<file path="config.mk">
export PLATFORM = sky130hd
export DESIGN_NAME = cdc_handshake_tx
export DESIGN_NICKNAME = d
export VERILOG_FILES = /design/src/rtl/cdc_handshake_tx.sv
export SDC_FILE = /design/constraint.sdc
export NUM_CORES = 1
export LEC_CHECK = 0
export BUFFER_PORTS_ARGS = -buffer_cell sky130_fd_sc_hd__buf_4
export CORE_MARGIN = 5
export CORE_UTILIZATION = 39
export DETAILED_ROUTE_END_ITERATION = 12
export GPL_TIMING_DRIVEN = 0
export HOLD_SLACK_MARGIN = 0.03
export PLACE_DENSITY_LB_ADDON = 0.12
export SYNTH_ARGS = -nofsm -noshare
export SYNTH_HDL_FRONTEND = slang
export SYNTH_SLANG_ARGS = --single-unit
</file>
<file path="constraint.sdc">
create_clock -name i_clk -period 1.57 [get_ports i_clk]
set_clock_uncertainty 0.15 [all_clocks]
set_input_delay 0.2355 -clock i_clk [delete_from_list [all_inputs] [get_ports i_clk]]
set_output_delay 0.2355 -clock i_clk [all_outputs]
set_load 0.1 [all_outputs]
</file>
<file path="src/rtl/cdc_handshake_tx.sv">
// -----------------------------------------------------------------------------
// cdc_handshake_tx
//
// Source-domain end of a 4-phase (return-to-zero) req/ack clock-domain
// crossing. A word is captured from a local valid/ready interface and held
// stable on ov_xdata while a registered request is raised toward the
// destination domain. The returning acknowledge is asynchronous to i_clk, so
// it passes through a flop chain before the control logic looks at it. The
// next word is accepted only once the acknowledge has returned low.
//
// Parameters:
//   p_WIDTH        width of the transferred data word
//   p_SYNC_STAGES  flops in the i_ack synchronizer (values below 2 use 2)
//   p_TIMEOUT      cycles to wait for the synchronized ack after req rises;
//                  0 disables the timeout
//
// Ports:
//   i_clk      source-domain clock
//   i_rst_n    asynchronous active-low reset (release synchronous to i_clk)
//   i_valid    local request to send iv_data
//   iv_data    word to send, sampled only on accept
//   o_ready    block can accept a word this cycle
//   ov_xdata   crossing data bus, changes only on accept
//   o_req      crossing request, registered and glitch-free
//   i_ack      crossing acknowledge from the destination domain (async)
//   o_done     one-cycle pulse: ack was seen high and then low
//   o_timeout  one-cycle pulse: ack not seen within p_TIMEOUT cycles
// -----------------------------------------------------------------------------
module cdc_handshake_tx #(
    parameter int p_WIDTH       = 8,
    parameter int p_SYNC_STAGES = 2,
    parameter int p_TIMEOUT     = 0
) (
    input  logic               i_clk,
    input  logic               i_rst_n,
    input  logic               i_valid,
    input  logic [p_WIDTH-1:0] iv_data,
    output logic               o_ready,
    output logic [p_WIDTH-1:0] ov_xdata,
    output logic               o_req,
    input  logic               i_ack,
    output logic               o_done,
    output logic               o_timeout
);

    // A single flop cannot resolve metastability, so the chain never gets
    // shorter than two stages even if a smaller value is passed in.
    localparam int LP_STAGES = (p_SYNC_STAGES < 2) ? 2 : p_SYNC_STAGES;

    // The wait counter only has to reach p_TIMEOUT-1; it is cleared whenever
    // the request phase ends, so it can never wrap while it matters.
    localparam int LP_CNT_W = (p_TIMEOUT > 1) ? $clog2(p_TIMEOUT) : 1;
    localparam logic [LP_CNT_W-1:0] LP_CNT_LAST =
        LP_CNT_W'((p_TIMEOUT > 0) ? (p_TIMEOUT - 1) : 0);

    typedef enum logic [1:0] {
        ST_IDLE     = 2'd0,
        ST_REQ_HIGH = 2'd1,
        ST_REQ_LOW  = 2'd2
    } state_t;

    state_t                r_state;
    logic [LP_STAGES-1:0]  r_ackSync;
    logic [LP_CNT_W-1:0]   r_waitCnt;
    logic                  r_timedOut;

    logic                  w_ackS;
    logic                  w_accept;
    logic                  w_timeoutHit;

    // Acknowledge synchronizer. i_ack enters at bit 0 and the control logic
    // only ever looks at the last stage; the raw input is never used
    // combinationally anywhere else.
    always_ff @(posedge i_clk or negedge i_rst_n) begin
        if (!i_rst_n) begin
            r_ackSync <= '0;
        end else begin
            r_ackSync <= {r_ackSync[LP_STAGES-2:0], i_ack};
        end
    end

    assign w_ackS = r_ackSync[LP_STAGES-1];

    // A stale ack left over from an aborted transfer (timeout or reset)
    // holds off the next accept until the destination has let go of it.
    assign o_ready  = (r_state == ST_IDLE) && !w_ackS;
    assign w_accept = i_valid && o_ready;

    assign w_timeoutHit = (p_TIMEOUT != 0) && (r_waitCnt == LP_CNT_LAST);

    // Handshake sequencer. All crossing outputs come straight from flops so
    // the destination never sees a glitch on o_req or ov_xdata. o_done and
    // o_timeout default low every cycle to make them single-cycle pulses.
    always_ff @(posedge i_clk or negedge i_rst_n) begin
        if (!i_rst_n) begin
            r_state    <= ST_IDLE;
            o_req      <= 1'b0;
            ov_xdata   <= '0;
            o_done     <= 1'b0;
            o_timeout  <= 1'b0;
            r_waitCnt  <= '0;
            r_timedOut <= 1'b0;
        end else begin
            o_done    <= 1'b0;
            o_timeout <= 1'b0;
            case (r_state)
                ST_IDLE: begin
                    if (w_accept) begin
                        ov_xdata   <= iv_data;
                        o_req      <= 1'b1;
                        r_waitCnt  <= '0;
                        r_timedOut <= 1'b0;
                        r_state    <= ST_REQ_HIGH;
                    end
                end

                // Ack is checked before the timeout so that an ack arriving
                // on the very last allowed cycle still counts as success.
                ST_REQ_HIGH: begin
                    if (w_ackS) begin
                        o_req     <= 1'b0;
                        r_waitCnt <= '0;
                        r_state   <= ST_REQ_LOW;
                    end else if (w_timeoutHit) begin
                        o_req      <= 1'b0;
                        o_timeout  <= 1'b1;
                        r_timedOut <= 1'b1;
                        r_waitCnt  <= '0;
                        r_state    <= ST_REQ_LOW;
                    end else if (p_TIMEOUT != 0) begin
                        r_waitCnt <= r_waitCnt + LP_CNT_W'(1);
                    end
                end

                // Return-to-zero phase has no timeout: the responder is
                // expected to follow req down eventually. A transfer that
                // timed out finishes silently instead of reporting done.
                ST_REQ_LOW: begin
                    if (!w_ackS) begin
                        o_done  <= !r_timedOut;
                        r_state <= ST_IDLE;
                    end
                end

                default: begin
                    o_req   <= 1'b0;
                    r_state <= ST_IDLE;
                end
            endcase
        end
    end

endmodule

</file>
Word-level counts from Yosys, hierarchy flattened
Index checks and enable logic that the tools add are counted.
{"block": "op_classes", "eq_ne": 5, "mux": 9, "bitwise_logic": 1, "n_reduce_logical": 7}
{"cell": "$mux W2", "n": 3}
{"cell": "$ne A2 B2 Y1 const B", "n": 3}
{"cell": "$pmux W2 S3", "n": 1}
{"cell": "$reduce_and A3 Y1", "n": 2}
{"cell": "$mux W1", "n": 4}
{"cell": "$pmux W1 S3", "n": 1}
{"cell": "$eq A2 B1 Y1 const B", "n": 1}
{"cell": "$eq A2 B2 Y1 const B", "n": 1}
{"cell": "$logic_and A1 B1 Y1", "n": 2}
{"cell": "$logic_not A2 Y1", "n": 1}
{"cell": "$reduce_and A2 Y1", "n": 1}
{"cell": "$logic_not A1 Y1", "n": 1}
{"cell": "$not A1 Y1", "n": 1}
{"block": "totals", "reg_bits": 14, "output_inout_bits": 12}

Logic depth before layout (Yosys ltp)
{"block": "logic_depth", "ltp_word": 5, "mapped_depth": 2, "depth_no_buf": 2}

Worst setup path after synthesis
Ideal clock, no wire load.
{"block": "synth_timing", "kind": "reg2out", "from": "register r_state[0]", "to": "output o_ready", "t_arrival_ns": 2.533, "t_required_ns": 1.184, "path_slack_ns": -1.349, "stages_incl_launch_ff": 2, "path_cell_list": "dfrtp_1 > nor3_1"}
{"block": "synth_via", "elab_chain_cells": 2}
{"element": "start: declaration", "line_no": "62", "rtl": "state_t r_state;"}
{"element": "start signal: assignment", "line_no": "96", "rtl": "r_state <= ST_IDLE;"}
{"element": "start signal: assignment", "line_no": "113", "rtl": "r_state <= ST_REQ_HIGH;"}
{"element": "start signal: assignment", "line_no": "123", "rtl": "r_state <= ST_REQ_LOW;"}
{"element": "$logic_not A2 Y1"}
{"element": "$logic_and A1 B1 Y1", "line_no": "86", "rtl": "assign o_ready = (r_state == ST_IDLE) && !w_ackS;"}
{"element": "end: declaration", "line_no": "38", "rtl": "output logic o_ready,"}
No other way between the ends.

Final worst setup path
{"block": "layout_timing", "from": "register r_state[1]", "to": "register ov_xdata[3]"}
{"block": "layout_via", "elab_chain_cells": 4}
{"element": "$logic_not A2 Y1 (*)"}
{"element": "$logic_and A1 B1 Y1", "line_no": "86"}
{"element": "$logic_and A1 B1 Y1", "line_no": "87", "rtl": "assign w_accept = i_valid && o_ready;"}
{"element": "$reduce_and A2 Y1 (no line) (*)"}
{"element": "end signal: assignment", "line_no": "109", "rtl": "ov_xdata <= iv_data;"}
{"element": "end: declaration", "line_no": "39", "rtl": "output logic [p_WIDTH-1:0] ov_xdata,"}
Every way passes the cells marked *; elsewhere a longest branch is shown, timed or not.
A chain may end at the register's enable or synchronous reset.

==> qor.txt <==
GRT Residual Overflow: 0
Mapped Area: 533.0 µm²
Classification of the worst setup path: flop to flop
Max Root-Sink Buffers: 2
Total nets after synthesis: 45
Site row count: 13
R2R Path End: ov_xdata[3]
R2R Setup Slk: -8 ps
WL per Instance: 15.17 µm
Total number of vias: 398
H-tree Lvls: 1
GRT Max-Usage Layer: met2
Met2 usage: 23.85%
Synth Instances: 33
Min Tclk post-route: 1578 ps
Min-Delay Endpoint: ov_xdata[4]
Boundary Pins: 24
Post-route DRC: 0
Layout cells sized above 1: 71.01%
First-pass GRT wire length: 1959 µm
Fin. max-slew vios: 0
Synth warnings: 0
Crit Path Max Fanout: 4
RSZ-0062 raised after global routing: true
Port Buffer Count: 22
Vias in the first global route: 440
CP arrival: 1580 ps
Post-synthesis register bit count: 14
Wirelength, routed: 1274 µm
Vias per cell: 4.738
Core ar.: 1301 µm²
Area Overhead vs Synth: 66.67%
Max-cap violation count: 0
N_diodes: 0
Die Wd: 46.97 µm
Reg-to-Reg Start: r_state[1]
Die Area: 2206 µm²
Global-route met3 utilization: 2.682%
Final setup violation count: 1
LEAKAGE: 0.4385 nW
Root buffer cell: clkbuf_4
Post-route setup TNS: -8.107 ps
GR Util met1: 15.22%
Most frequent cells in the layout: 28 x buf_4, 10 x dfrtp_1, 8 x mux2_4
Critical Path Sink Type: flop
CTS Sinks: 14
Fill count: 105
Worst skew pair latency: 260 ps
Final Hold Violating Endpoints: 0
CTS tree: yes
Clk slew on worst S/H paths: 80 ps
Number of antenna violations at the first check in global routing: 0
Delay-heaviest family, CP: flip-flops
Crit-path cells: nor4b_4 -> buf_4 -> mux2_4
Crit path launch type: flop
Commonest non-fill, non-tap cell in the layout: buf_4
Tot GR Track Use: 12.96%
Tcrit/Tclk final: 100.5%
CTS Buf Count: 3
Hold Crit Start: iv_data[4]
Worst path buffer plus inverter count: 1
Seq/Total Area, Yosys: 65.73%
Worst IR Drop VDD: 1.019 mV
Power Density: 1788 nW/µm²
Die H: 46.97 µm
Failing checks: negative setup slack
Pwr Total: 1.589 mW
Yosys cell types: 13
CP peak stage delay: 460 ps
Final ANT Viol Nets: 0
HP Class: input pin to flop
CP Data Required Time: 1570 ps
F_max: 633.7 MHz
RD Place Congestion: 0.7008
Starting Density: 40.96%
Final HPWL DP: 888.3 µm
Number of DRC markers in iteration 0: 4
Pre-antenna DRT Iters: 3
Status: complete, but fails checks
Hold depth: 2
Slowest cell on crit path: dfrtp_2
Syn_area_per_cell: 16.15 µm²
Nets: 82
R2R depth: 3
Largest net degree at the start of global routing: 15
Setup ws final: -8.107 ps
==> cells in the mapped netlist <==
| master | count | share of area, % |
|---|---|---|
| nor3b_1 | 1 | 1.4 |
| nor4b_4 | 1 | 4.5 |
| nor3_1 | 1 | 0.94 |
| conb_1 | 1 | 0.70 |
| a211o_2 | 1 | 1.9 |
| and2_1 | 1 | 1.2 |
| nor2_1 | 1 | 0.70 |
| mux2_2 | 8 | 17 |
| buf_4 | 1 | 1.4 |
| dfrtp_1 | 14 | 66 |
| o21a_1 | 1 | 1.4 |
| and2b_2 | 1 | 1.6 |
| xor2_1 | 1 | 1.6 |
==> how the worst max path moves through the flow <==
| stage | from | end | depth (start not counted) |
|---|---|---|---|
| 2_1_floorplan | r_ackSync[1] | o_ready | 1 |
| 3_3_place_gp | r_state[0] | ov_xdata[3] | 2 |
| 3_5_place_dp | r_state[0] | ov_xdata[3] | 2 |
| 4_1_cts | r_ackSync[1] | ov_xdata[6] | 3 |
| 5_1_grt | r_state[1] | ov_xdata[3] | 3 |
| 6_report | r_state[1] | ov_xdata[3] | 3 |
==> metrics by stage <==
| step | hold slack (ps) | area [µm²] | utilization, % | worst slack, ps | cells |
|---|---|---|---|---|---|
| after CTS | 32.27 | 847.1 | 65.10 | 3.925 | 81 |
| after global placement | -66.46 | 737.0 | 56.63 | -158.5 | 70 |
| after floorplan | -210.1 | 553.0 | - | -63.30 | 33 |
| final | 47.71 | 888.4 | 68.27 | -8.107 | 84 |
| after global routing | 34.10 | 888.4 | 68.27 | -60.06 | 84 |
| after detailed placement | -61.00 | 737.0 | 56.63 | -245.1 | 70 |
==> flip-flops by register name, indices dropped and copies added, names as in the netlist <==
register   cells
o_done         1
o_req          1
ov_xdata       8
r_ackSync      2
r_state        2
==> metal layers <==
layer | routed length [µm] | part of all wire, %
met1 | 466 | 37
met2 | 708 | 56
met3 | 99 | 7.8
met4 | 0 | 0
met5 | 0 | 0
==> cell type report <==
| type | instances | area [µm²] | area share [%] |
|---|---|---|---|
| Multi-Input combinational cell | 18 | 216.5 | 24.37 |
| Tap cell | 15 | 18.77 | 2.113 |
| Buffer | 1 | 7.507 | 0.8451 |
| Clock buffer | 4 | 26.28 | 2.958 |
| Timing Repair Buffer | 32 | 264.0 | 29.72 |
| Sequential cell | 14 | 355.3 | 40.00 |
==> worst register-to-register path, delay by kind of cell, from the launching register on <==
kind | cells | cell delay [ps]
multiplexers | 1 | 300
flip-flops | 1 | 460
buffers and inverters | 1 | 200
AND/OR/NAND/NOR | 1 | 350
==> power by group <==
| part | total (mW) | switching, mW | internal [mW] | leakage (nW) |
|---|---|---|---|---|
| sequential | 0.501 | 0.0608 | 0.440 | 0.163 |
| clock | 0.200 | 0.102 | 0.0981 | 0.0150 |
| combinational | 0.888 | 0.637 | 0.250 | 0.261 |
| total | 1.59 | 0.800 | 0.788 | 0.438 |
==> cell families (layout without fill, tap and decap cells) <==
| kind of cell | count (synthesis) | in the layout | synth area share, % |
|---|---|---|---|
| AOI/OAI and AO/OA | 2 | 2 | 3.287 |
| xor gates and xnor gates | 1 | 1 | 1.643 |
| buffers and inverters | 1 | 37 | 1.409 |
| DFF | 14 | 14 | 65.73 |
| muxes | 8 | 8 | 16.90 |
| other | 1 | 1 | 0.7035 |
| and+or+nand+nor | 6 | 6 | 10.33 |
==> timing repair <==
action | CTS | global route
setup endpoints to repair | 9 | 9
hold endpoints to repair | 15 | 1
pin swaps | 1 | 1
resized for setup | 7 | 4
hold buffers | 2 | 1
buffers inserted | 5 | 2
No activity file was read; power rests on OpenSTA's default activity.
